===== src/rtl/fifo_burst_reader_if.sv =====
// FIFO read-port bundle between the burst reader (master) and the FIFO (slave).
// Carries the status flags, the read enable and the FIFO data output.
interface fifo_burst_reader_if #(
  parameter int unsigned DW = 8
);
  logic          full;
  logic          empty;
  logic          rd_rst_busy;
  logic          fifo_rd_en;
  logic [DW-1:0] fifo_rd_data;

  modport master (
    input  full,
    input  empty,
    input  rd_rst_busy,
    input  fifo_rd_data,
    output fifo_rd_en
  );

  modport slave (
    output full,
    output empty,
    output rd_rst_busy,
    output fifo_rd_data,
    input  fifo_rd_en
  );
endinterface


===== src/rtl/fifo_burst_reader.sv =====
// Read-side burst engine: waits for a synchronised full, drains the FIFO in one burst,
// checks the words form an incrementing sequence and reports burst length / error count.
module fifo_burst_reader #(
  parameter int unsigned DW     = 8,
  parameter int unsigned CW     = 9,
  parameter int unsigned RD_LAT = 1,
  parameter int unsigned DLY    = 10
) (
  input  logic                       rd_clk,
  input  logic                       rst,
  fifo_burst_reader_if.master        fifo,
  output logic                       rd_valid,
  output logic [DW-1:0]              rd_word,
  output logic [CW-1:0]              burst_len,
  output logic [15:0]                err_cnt,
  output logic                       err_flag,
  output logic                       busy
);
  localparam int unsigned TW = $clog2(DLY + RD_LAT + 1);

  typedef enum logic [1:0] {IDLE, WAIT, READ, DRAIN} state_e;

  state_e              state_q, state_d;
  logic                full_meta_q, full_s_q, full_s_prev_q;
  logic [TW-1:0]       tmr_q, tmr_d;
  logic [CW-1:0]       wcnt_q, wcnt_d;
  logic [RD_LAT-1:0]   v_pipe_q, v_pipe_d;
  logic                first_q, first_d;
  logic [DW-1:0]       exp_q, exp_d;
  logic                rd_valid_q, rd_valid_d;
  logic [DW-1:0]       rd_word_q, rd_word_d;
  logic [CW-1:0]       burst_len_q, burst_len_d;
  logic [15:0]         err_cnt_q, err_cnt_d;
  logic                err_flag_q, err_flag_d;

  logic start;
  logic rd_en;
  logic v;

  assign start = full_s_q & ~full_s_prev_q;
  assign rd_en = (state_q == READ) & ~fifo.empty & ~fifo.rd_rst_busy;
  assign v     = v_pipe_q[RD_LAT-1];

  always_comb begin
    state_d     = state_q;
    tmr_d       = tmr_q;
    wcnt_d      = wcnt_q;
    burst_len_d = burst_len_q;
    first_d     = first_q;
    exp_d       = exp_q;
    rd_valid_d  = v;
    rd_word_d   = rd_word_q;
    err_cnt_d   = err_cnt_q;
    err_flag_d  = err_flag_q;

    v_pipe_d    = '0;
    v_pipe_d[0] = rd_en;
    for (int unsigned i = 1; i < RD_LAT; i++) begin
      v_pipe_d[i] = v_pipe_q[i-1];
    end

    unique case (state_q)
      IDLE: begin
        // The detection cycle counts as the first of the DLY cycles after full_s rises.
        if (start && !fifo.rd_rst_busy) begin
          state_d = WAIT;
          tmr_d   = TW'(1);
        end
      end
      WAIT: begin
        if (tmr_q >= TW'(DLY - 1)) begin
          state_d = READ;
          wcnt_d  = '0;
          first_d = 1'b1;
        end else begin
          tmr_d = tmr_q + TW'(1);
        end
      end
      READ: begin
        if (fifo.empty) begin
          state_d = DRAIN;
          tmr_d   = '0;
        end else if (rd_en && (wcnt_q != '1)) begin
          wcnt_d = wcnt_q + CW'(1);
        end
      end
      DRAIN: begin
        if (tmr_q >= TW'(RD_LAT - 1)) begin
          state_d     = IDLE;
          burst_len_d = wcnt_q;
        end else begin
          tmr_d = tmr_q + TW'(1);
        end
      end
      default: state_d = IDLE;
    endcase

    if (v) begin
      rd_word_d = fifo.fifo_rd_data;
      exp_d     = fifo.fifo_rd_data + DW'(1);
      first_d   = 1'b0;
      if (!first_q && (fifo.fifo_rd_data != exp_q)) begin
        err_flag_d = 1'b1;
        if (err_cnt_q != '1) begin
          err_cnt_d = err_cnt_q + 16'd1;
        end
      end
    end
  end

  always_ff @(posedge rd_clk) begin
    if (rst) begin
      state_q       <= IDLE;
      full_meta_q   <= 1'b0;
      full_s_q      <= 1'b0;
      full_s_prev_q <= 1'b0;
      tmr_q         <= '0;
      wcnt_q        <= '0;
      v_pipe_q      <= '0;
      first_q       <= 1'b0;
      exp_q         <= '0;
      rd_valid_q    <= 1'b0;
      rd_word_q     <= '0;
      burst_len_q   <= '0;
      err_cnt_q     <= '0;
      err_flag_q    <= 1'b0;
    end else begin
      state_q       <= state_d;
      full_meta_q   <= fifo.full;
      full_s_q      <= full_meta_q;
      full_s_prev_q <= full_s_q;
      tmr_q         <= tmr_d;
      wcnt_q        <= wcnt_d;
      v_pipe_q      <= v_pipe_d;
      first_q       <= first_d;
      exp_q         <= exp_d;
      rd_valid_q    <= rd_valid_d;
      rd_word_q     <= rd_word_d;
      burst_len_q   <= burst_len_d;
      err_cnt_q     <= err_cnt_d;
      err_flag_q    <= err_flag_d;
    end
  end

  assign fifo.fifo_rd_en = rd_en;
  assign rd_valid        = rd_valid_q;
  assign rd_word         = rd_word_q;
  assign burst_len       = burst_len_q;
  assign err_cnt         = err_cnt_q;
  assign err_flag        = err_flag_q;
  assign busy            = (state_q != IDLE);
endmodule


===== src/flat_wrapper.sv =====
// flat-port wrapper written by rule: the top's interface ports become plain ports
module fifo_burst_reader_flat 
#(
  parameter int unsigned DW     = 8,
  parameter int unsigned CW     = 9,
  parameter int unsigned RD_LAT = 1,
  parameter int unsigned DLY    = 10
)
  (rd_clk, rst, rd_valid, rd_word, burst_len, err_cnt, err_flag, busy, fifo_full, fifo_empty, fifo_rd_rst_busy, fifo_fifo_rd_data, fifo_fifo_rd_en);
  fifo_burst_reader_if #(.DW(DW)) fifo_i ();
  input  logic rd_clk;
  input  logic rst;
  output logic rd_valid;
  output logic [DW-1:0] rd_word;
  output logic [CW-1:0] burst_len;
  output logic [15:0] err_cnt;
  output logic err_flag;
  output logic busy;
  input wire logic [$bits(fifo_i.full)-1:0] fifo_full;
  input wire logic [$bits(fifo_i.empty)-1:0] fifo_empty;
  input wire logic [$bits(fifo_i.rd_rst_busy)-1:0] fifo_rd_rst_busy;
  input wire logic [$bits(fifo_i.fifo_rd_data)-1:0] fifo_fifo_rd_data;
  output wire logic [$bits(fifo_i.fifo_rd_en)-1:0] fifo_fifo_rd_en;
  assign fifo_i.full = fifo_full;
  assign fifo_i.empty = fifo_empty;
  assign fifo_i.rd_rst_busy = fifo_rd_rst_busy;
  assign fifo_i.fifo_rd_data = fifo_fifo_rd_data;
  assign fifo_fifo_rd_en = fifo_i.fifo_rd_en;
  fifo_burst_reader #(.DW(DW), .CW(CW), .RD_LAT(RD_LAT), .DLY(DLY)) u_core (.rd_clk(rd_clk), .rst(rst), .fifo(fifo_i), .rd_valid(rd_valid), .rd_word(rd_word), .burst_len(burst_len), .err_cnt(err_cnt), .err_flag(err_flag), .busy(busy));
endmodule

===== config.mk =====
export PLATFORM = sky130hd
export DESIGN_NAME = fifo_burst_reader_flat
export DESIGN_NICKNAME = d
export VERILOG_FILES = /design/src/rtl/fifo_burst_reader_if.sv /design/src/rtl/fifo_burst_reader.sv /design/src/flat_wrapper.sv
export SDC_FILE = /design/constraint.sdc
export NUM_CORES = 1
export LEC_CHECK = 0
export CAP_MARGIN = 0
export CORE_MARGIN = 2
export CORE_UTILIZATION = 45
export CTS_CLUSTER_SIZE = 14
export DETAILED_ROUTE_END_ITERATION = 8
export PLACE_DENSITY = 0.76
export SYNTH_ARGS = -nofsm -noshare
export SYNTH_HDL_FRONTEND = slang
export SYNTH_SLANG_ARGS = --single-unit

===== constraint.sdc =====
create_clock -name rd_clk -period 6.6 [get_ports rd_clk]
set_clock_uncertainty 0.1 [all_clocks]
set_input_delay 1.32 -clock rd_clk [delete_from_list [all_inputs] [get_ports rd_clk]]
set_output_delay 1.32 -clock rd_clk [all_outputs]
set_load 0.02 [all_outputs]

# Word level (Yosys, flattened, before mapping)

Index checks and enable logic that the tools add are counted.

Multiplexer cells: 14
Magnitude comparators: 2
Bitwise gates (word level): 6
Reductions and logical operators: 16
Equality and inequality tests: 14
$add $sub $neg: 4

Operators by type and width:

| cell                                                                     | number |
|---|---|
| 9-bit 2-to-1 mux                                                         | 3 |
| 9-bit case mux with 2 select lines                                       | 1 |
| 16-bit by 1-bit adder with 16-bit output (second input constant)         | 1 |
| 4-bit 2-to-1 mux                                                         | 4 |
| 16-bit inequality test (second input constant)                           | 1 |
| 4-bit case mux with 4 select lines                                       | 1 |
| 4-bit AND reduction                                                      | 3 |
| 2-bit inequality test (second input constant)                            | 5 |
| 9-bit by 1-bit adder with 9-bit output (second input constant)           | 1 |
| 9-bit inequality test (second input constant)                            | 1 |
| 8-bit by 1-bit adder with 8-bit output (second input constant)           | 1 |
| 2-bit 2-to-1 mux                                                         | 4 |
| 8-bit inequality test                                                    | 1 |
| 2-bit case mux with 4 select lines                                       | 1 |
| 2-bit by 1-bit inequality test with 1-bit output (second input constant) | 3 |
| 2-bit AND reduction                                                      | 3 |
| 4-bit by 1-bit adder with 4-bit output (second input constant)           | 1 |
| 2-bit equality test (second input constant)                              | 2 |
| 4-bit by 1-bit >= comparator with 1-bit output (second input constant)   | 1 |
| 4-bit >= comparator (second input constant)                              | 1 |
| 2-bit nonzero test                                                       | 2 |
| 1-bit AND                                                                | 3 |
| 1-bit logical AND                                                        | 3 |
| 1-bit NOT                                                                | 3 |
| other kinds (5)                                                          | 6 |

Register bits after elaboration: 63
Output and inout bits: 37
Input port bits: 13

# Logic depth before layout (Yosys ltp)

Gate-level depths: netlist of the first run.

Word-level depth: 7
Mapped depth: 9

# Least setup slack after synthesis of the first run

Ideal clock, no wire load.

Path kind: input to output
Start: input fifo_empty
End: output fifo_fifo_rd_en
Arrival time: 1.779 ns
Required time: 5.180 ns
Stages on the path: 2
Path slack: 3.401 ns
Cells stage by stage: nand2b_1 > nor2_1

Cells in the longest elaborated chain, start to end: 3

RTL lines:

| element                | RTL line                | text |
|---|---|---|
| start: declaration     | flat_wrapper.sv:20      | `input wire logic [$bits(fifo_i.empty)-1:0] fifo_empty;` |
| 1-bit NOT              | fifo_burst_reader.sv:41 | `assign rd_en = (state_q == READ) & ~fifo.empty & ~fifo.rd_rst_busy;` |
| 1-bit AND (2 in a row) | fifo_burst_reader.sv:41 |  |
| end: declaration       | flat_wrapper.sv:23      | `output wire logic [$bits(fifo_i.fifo_rd_en)-1:0] fifo_fifo_rd_en;` |

Every way passes these cells.

# Worst setup path after layout of the first run

Same ends and word-level chain as after synthesis.

==> results of run 1 <==
[worst paths after layout]
kind / slack, ns / cells after the start / start / endpoint
worst max-delay path: 2.52 / 4 / fifo_empty / fifo_fifo_rd_en
worst min-delay path: 0.35 / 1 / u_core.full_meta_q / u_core.full_s_q
worst min register to register: 0.35 / 1 / u_core.full_meta_q / u_core.full_s_q
worst max register to register: 3.94 / 4 / u_core.rd_valid_d / u_core.err_cnt[10]
[sequential cells by signal (all words and copies together), names as in the netlist, 2 cells and up]
register,flops
u_core.rd_word,8
u_core.exp_q,8
u_core.err_cnt,16
u_core.wcnt_q,9
u_core.tmr_q,4
u_core.state_q,2
u_core.burst_len,9
[cell families after synthesis]
group | count (synthesis)
adder cells (fa/ha/maj) | 12
multiplexers | 26
XOR/XNOR | 20
AO/OA/AOI/OAI | 47
flip-flops | 63
buffers and inverters | 25
AND/OR/NAND/NOR | 144
[per-layer routing]
layer | part of all wire | up-vias
li1 | - | 1286
met1 | 0.46 | 1196
met2 | 0.48 | 59
met3 | 0.048 | 9
met4 | 0.015 | 0
met5 | 0 | -
[through the flow]
stage          utilization  setup WS [ns]
2_1_floorplan            -           3.40
5_1_grt              0.593           2.47
4_1_cts              0.593           2.51
3_3_place_gp         0.551           2.56
3_5_place_dp         0.551           2.52
6_report             0.593           2.52
[Yosys cell counts (3+ instances only)]
cell	number	area share
a211oi_1	7	0.017
a21oi_1	17	0.028
and3_1	5	0.010
and4_1	4	0.012
buf_1	3	0.0037
clkbuf_1	12	0.015
dfxtp_1	63	0.42
ha_1	12	0.050
inv_1	7	0.0087
mux2_2	5	0.019
mux2i_1	21	0.069
nand2_1	17	0.021
nand2b_1	3	0.0062
nand3_1	12	0.020
nand4_1	11	0.023
nor2_1	48	0.059
nor2b_1	11	0.023
nor3_1	6	0.0099
nor4_1	8	0.017
o21ai_0	6	0.0099
o31ai_1	8	0.020
or4_1	9	0.022
xnor2_1	17	0.049
xor2_1	3	0.0087
[area by class of cell]
cell class | count | area [µm²]
tap | 77 | 96.3
clock buffer | 9 | 124
clock inverter | 7 | 145
inverter | 7 | 26.3
multi-input combinational | 249 | 1650
fill | 580 | 2620
timing repair buffer | 51 | 500
sequential | 63 | 1260
[power by group]
group	switching [W]	leakage (nW)	total (W)	internal, W
clock	0.000161	0.130	0.000451	0.000290
sequential	0.0000118	0.508	0.000401	0.000389
combinational	0.0000782	0.663	0.000139	0.0000604
total	0.000251	1.30	0.000991	0.000740
[worst register-to-register path: stages, from the launching register on]
cell and delay (ns):
dfxtp_1 1.04, nor2b_1 0.59, nand2_1 0.20, nor4_1 0.27, mux2_2 0.37
==> impl_summary.md, run 1 <==
Pwr
The total power of the final layout is roughly 0.001 W. The power density of the placed cells is 260 mW/mm². The analysis attributes to cell leakage a power of roughly 1.3 nW. VDD sags by at most 0.136 mV.

Route
The detailed-route vias per instance is 5.51. The final routed wirelength across all metal layers is ~6400 µm. The number of nets with antenna violations after detailed routing is 0. The number of design-rule violations left by the first detailed-router iteration is approximately 130.

The average wire per cell in the routed design is approximately 14 µm. The via count is ~2600. For this run, design rule violations remaining after detail routing come to 0. The first detailed-routing pass ran for 4 iterations.

Global route
The global routing usage on met1 is 0.226. The met3 demand-to-capacity share in global routing is 0.0510. The initial antenna violation count was 0. The wire length of the first global-routing pass is between 10000 and 15000 µm. The total routing usage reported by global routing is 0.183. The maximum number of pins on one net before global-route repair is 60. The layer with the highest usage is met2.

The residual overflow from global routing is 0. The via count of the first global-routing pass is 2473. For met2 alone, demand over resource in global routing was 0.302.

Synth
For this run, the leading register cell type out of synthesis is dfxtp_1. After synthesis the cells add up to 0.00303 mm². Counting every net in the synthesized netlist gives roughly 360.

The adder-cell area share of the yosys netlist is 0.0496. The simple logic cell fraction of the synthesized area is 0.249. The combinational family with the most area after synthesis is simple AND/OR/NAND/NOR gates. The multiplexer share of the synthesized area is 0.0880. After technology mapping, the gate count stands at 337. The sequential-to-total area share from yosys stat is 0.416. The fraction of registers with async set/reset is 0.

The xor/xnor share of the synthesized area is 0.0578. The synthesized area per cell is about 9 µm². The number of library cell types mapped by synthesis is 43.

Counting flops and latches in the post-synthesis netlist gives 63. The complex-gate fraction of the synthesized area came to 0.102. Yosys printed 0 warnings.

Counting flops with a built-in enable in the synthesized netlist gives 0.

Setup path
The critical path's largest stage delay is 0.62 ns. The worst setup path is captured at an output port. Walking the worst path, the cells encountered are clkdlybuf4s50_1 > nand2b_1 > nor2_1 > clkdlybuf4s50_1. The most numerous cell type found on the critical path is clkdlybuf4s50_1.

The largest individual stage delay along the critical path comes from the cell clkdlybuf4s50_1. The highest net fanout along the worst path is 4. Broken down by cell family, the worst path's largest delay share belongs to buffers and inverters. The critical path data required time is between 5 and 6 ns. The worst setup path is of the primary input to output port kind. The endpoint arrival time on the critical path is between 2 and 3 ns. The number of buffers and inverters on the critical path is 2. The worst setup path is launched from a primary input.

Floorplan
The region available for standard cell placement spans 0.00642 mm². The die covers around 0.0074 mm². In this run the core area contains 29 standard-cell rows. The die span in x is 86.0 µm. In this run the count of I/O pins placed on the die edge is 50. The initial utilization of the core area, before any placement, comes to 0.472. The die is ~86 µm tall.

Cells and area
The most frequent standard cell in the layout excluding fill and tap cells is dfxtp_1. In the layout the commonest cells are dfxtp_1, nor2_1, clkdlybuf4s50_1. The count of cells in the finished layout, fillers not included, comes to roughly 460.

The layout net count is about 410. The repair_antennas step left the layout with diodes totalling 0. The area of all placed cells without fillers is around 0.0038 mm². From synthesis to final layout, the design area changed by 25.7%.

The share of post-route cells with drive strength above 1 is 0.0829.

Clocking
The clock sink count is 63. The number of gates resized after CTS is 0. The clock latency at the later pin of the worst-skew pair is between 0.3 and 0.4 ns.

The clock tree from TritonCTS is yes. The clock buffer count from CTS is 9. The number of H-tree levels is 3. The post-cts hold buffer count is 0. The buffer count from post-CTS setup fixing is 0. The tree is rooted in a clkbuf_8. The maximum buffer depth of the clock tree is 2.

Clock-pin slew was measured on the worst setup and hold paths at 0.07 ns.

Placement
The cell count after placement is about 450. At the end of routability-driven placement, the weighted congestion stood at 0.760. The count of buffers added on input and output ports is 49. Once detailed placement completed, the half-perimeter wirelength came to between 4000 and 5000 µm.

Summing all placed instances gives a cell area of roughly 0.0035 mm².

Min path
In this run the worst hold path is classified as register to register.

STA
After layout, the minimum clock period comes to 4.08 ns. Setup repair after global routing left no endpoint under its margin. The count of endpoints failing hold in the final timing report is 0. Setup violations remaining at the end of the flow were counted as 0. The transition time of the tightest slew-check pin is ~1.1 ns. The number of pins exceeding their max-slew limit in the final report is 0. The final hold slack is roughly 0.35 ns. The final-layout setup total negative slack is 0 ns. The post-route fraction of the period consumed by the critical path is 0.619.

The relative max-transition margin is 0.277. The timing-limited maximum frequency is approximately 240 MHz.

Flow run
The tool flagged a number of max-cap violations equal to 0.

Status
The flow ran to the end, and the final reports show no timing, DRC or antenna violations.
(Power assumes the default switching activity.)
==> run 2, diff against run 1 <==
--- a/config.mk
+++ b/config.mk
@@ -10,7 +10,7 @@
 export CORE_UTILIZATION = 45
 export CTS_CLUSTER_SIZE = 14
 export DETAILED_ROUTE_END_ITERATION = 8
-export PLACE_DENSITY = 0.76
+export PLACE_DENSITY = 0.79
 export SYNTH_ARGS = -nofsm -noshare
 export SYNTH_HDL_FRONTEND = slang
 export SYNTH_SLANG_ARGS = --single-unit
==> constraint.sdc (replaced) <==
create_clock -name rd_clk -period 3.4 [get_ports rd_clk]
set_clock_uncertainty 0.1 [all_clocks]
set_input_delay 0.68 -clock rd_clk [delete_from_list [all_inputs] [get_ports rd_clk]]
set_output_delay 0.68 -clock rd_clk [all_outputs]
set_load 0.02 [all_outputs]
==> impl_summary.md, run 2 (synthesized netlist as in run 1, its figures left out) <==
Cells and area
The area of all placed cells without fillers came to 0.00373 mm² (-2.1%). The most frequent standard cell in the layout excluding fill and tap cells is dfxtp_1. The sequential cell area is 0.00126 mm² (unchanged).

The number of fill cells is 565 (-2.6%). The antenna diode instance count came to 0 (unchanged). In the layout the commonest cells are dfxtp_1, nor2_1, clkdlybuf4s50_1. The share of post-route cells with drive strength above 1 is 0.0853 (+0.00237). The layout net count is 407 (+0.25%). Relative to the synthesized area, the layout overhead comes to 23.0%.

The area of combinational cells with multiple inputs is 0.00165 mm² (unchanged). The flip-flop count of the largest register after layout was 16 (unchanged).

Global route
The total routing usage reported by global routing is 0.174 (-0.00975). The initial antenna violation count is 0 (unchanged). The via count of the first global-routing pass was 2338 (-5.5%). The maximum number of pins on one net before global-route repair is 39 (-35%). The residual overflow from global routing is 0 (unchanged).

The wire length of the first global-routing pass is 10300 µm (-5.2%). The met3 demand-to-capacity share in global routing came to 0.0587 (+0.00770). The routing usage on met2 is 0.266 (-0.0366).

The global routing usage on met1 is 0.224 (-0.00198). After global routing, the most crowded layer is met2.

STA
The worst-case setup margin in the final layout was 0.606 ns (-1.91 ns). The number of pins exceeding their max-slew limit in the final report is 0 (unchanged). The final period demand of the worst path is about 2.8 ns. The relative max-transition margin is 0.426 (+0.149). Based on the critical path, the design can be clocked at up to 358 MHz. Of the available clock period, the critical path in the final layout requires 0.822. The final hold slack is 0.343 ns (-0.00578 ns). The number of failing setup endpoints in the final timing report is 0 (unchanged). The count of endpoints failing hold in the final timing report came to 0 (unchanged). Setup repair after global routing left no endpoint under its margin. The final-layout setup total negative slack is 0 ns (unchanged). The transition time of the tightest slew-check pin is 0.861 ns (-0.222 ns).

Clocking
The maximum buffer depth of the clock tree is 2 (unchanged). The buffer count from post-CTS setup fixing is 0 (unchanged). The number of gates resized after CTS is 0 (unchanged). The number of H-tree levels is 3 (unchanged). The post-cts hold buffer count was 0 (unchanged). The clock buffer count from CTS was 9 (unchanged). The clock latency at the later pin of the worst-skew pair is 0.35 ns (about the same). TritonCTS built the clock tree. CTS placed an instance of clkbuf_8 at the clock tree root. The clock slew seen by the registers of the worst setup and hold paths is 0.07 ns (about the same). The clock sink count was 63 (unchanged).

Floorplan
The total die area is 0.00740 mm² (unchanged). The initial cell density of the core came to 0.472 (unchanged). The cell row count is 29 (unchanged). The die span in x came to 86.0 µm (unchanged). The core region area is 0.00642 mm² (unchanged). The number of placed I/O pins is 50 (unchanged). The die height is 86.0 µm (unchanged).

Route
The final routed wirelength across all metal layers is 6220 µm (-2.9%). The number of detailed-routing iterations run before antenna repair is 4 (unchanged). The detailed-route vias per instance is 5.42 (-1.5%). The number of design-rule violations left by the first detailed-router iteration is 86 (-32%).

The DRC violation count after routing is 0 (unchanged). The average wire per cell in the routed design is 13.4 µm (-3.1%). The number of nets with antenna violations after detailed routing is 0 (unchanged). The via count is 2517 (-1.3%).

Min path
The type of the tightest min-delay check is register to register.

Setup path
The depth of the critical timing path with buffers and inverters included is 4 (unchanged). The depth of the worst register-to-register path is 7 (+3). STA classifies the critical path startpoint as a primary input. Walking the worst path, the cells encountered are clkdlybuf4s50_1 > nand2b_1 > nor2_1 > clkdlybuf4s50_1.

The setup slack of the most critical reg-to-reg path was 0.93 ns (-3.01 ns). The setup path with the least slack is of type primary input to output port. In this run the worst setup path terminates at fifo_fifo_rd_en. The critical path data required time is 2.62 ns (-2.56 ns).

The endpoint arrival time on the critical path came to 2.01 ns (-0.65 ns). The worst register-to-register path begins at u_core.tmr_q[1]. The highest net fanout along the worst path came to 4 (unchanged). The sum of buffers and inverters on the critical path is 2 (unchanged). Tracing the worst setup path back leads to its startpoint at fifo_empty. The slowest cell on the critical path is clkdlybuf4s50_1. The worst register-to-register path ends at u_core.state_q[1]. The worst setup path is captured at an output port. The critical path's largest stage delay is 0.62 ns (about the same). The cell type group with the largest total delay on the critical path is buffers and inverters. Among the stages of the critical path, the cell type that occurs most often is clkdlybuf4s50_1.

Pwr
The leakage component of the power is 1.27 nW (-2.3%). The power density of the placed cells is 439 mW/mm² (+69%). The maximum resistive drop on vdd is 0.263 mV (+94%).

Placement
The cell area after placement came to 0.00354 mm² (+0.21%). The final weighted congestion in routability-driven placement is 0.806 (+6.2%). The number of port buffers is 49 (unchanged).

The post-place setup slack is 0.423 ns (-2.09 ns). The HPWL after detailed placement came to 4200 µm (-1.3%).

Status
The flow ran to the end, and the final reports show no timing, DRC or antenna violations.

Flow run
The number of violations of the max-capacitance limit is 0 (unchanged).
run 2: cell count changes in the layout (fill, tap and decap cells not counted), sizes merged:
cell / previous run / this run
clkinvlp: 1 / 0
buf: 3 / 4
inv: 7 / 9
clkinv: 2 / 5
bufinv: 4 / 0
run 2: worst min path at each step:
stage	from	end	slack, ns	depth (start not counted)
2_1_floorplan	u_core.full_meta_q	u_core.full_s_q	0.31	1
3_3_place_gp	u_core.full_meta_q	u_core.full_s_q	0.33	1
3_5_place_dp	u_core.full_meta_q	u_core.full_s_q	0.32	1
4_1_cts	u_core.full_meta_q	u_core.full_s_q	0.34	1
5_1_grt	u_core.full_meta_q	u_core.full_s_q	0.37	1
6_report	u_core.full_meta_q	u_core.full_s_q	0.34	1
run 2: area by class of cell:
type                       instances  share of cell area
multi-input combinational        249               0.444
sequential                        63               0.338
timing repair buffer              52               0.136
clock buffer                       9              0.0332
tap                               77              0.0259
clock inverter                     7              0.0154
inverter                           7             0.00705
run 2: power breakdown:
group | internal, W | switching (W)
clock | 0.000273 | 0.000323
combinational | 0.000117 | 0.000150
sequential | 0.000756 | 0.0000189
total | 0.00115 | 0.000492
run 2: layer usage:
layer  up-vias  wire length [µm]
li1       1298                 -
met1      1157              3010
met2        53              2850
met3         9               260
met4         0               100
met5         -                 0
run 2: stage by stage:
stage / instances / util / power, W
2_1_floorplan: 337 / - / 0.000985
3_3_place_gp: 448 / 0.552 / 0.00105
3_5_place_dp: 448 / 0.552 / 0.00105
4_1_cts: 464 / 0.580 / 0.00166
5_1_grt: 464 / 0.580 / 0.00173
6_report: 464 / 0.580 / 0.00164
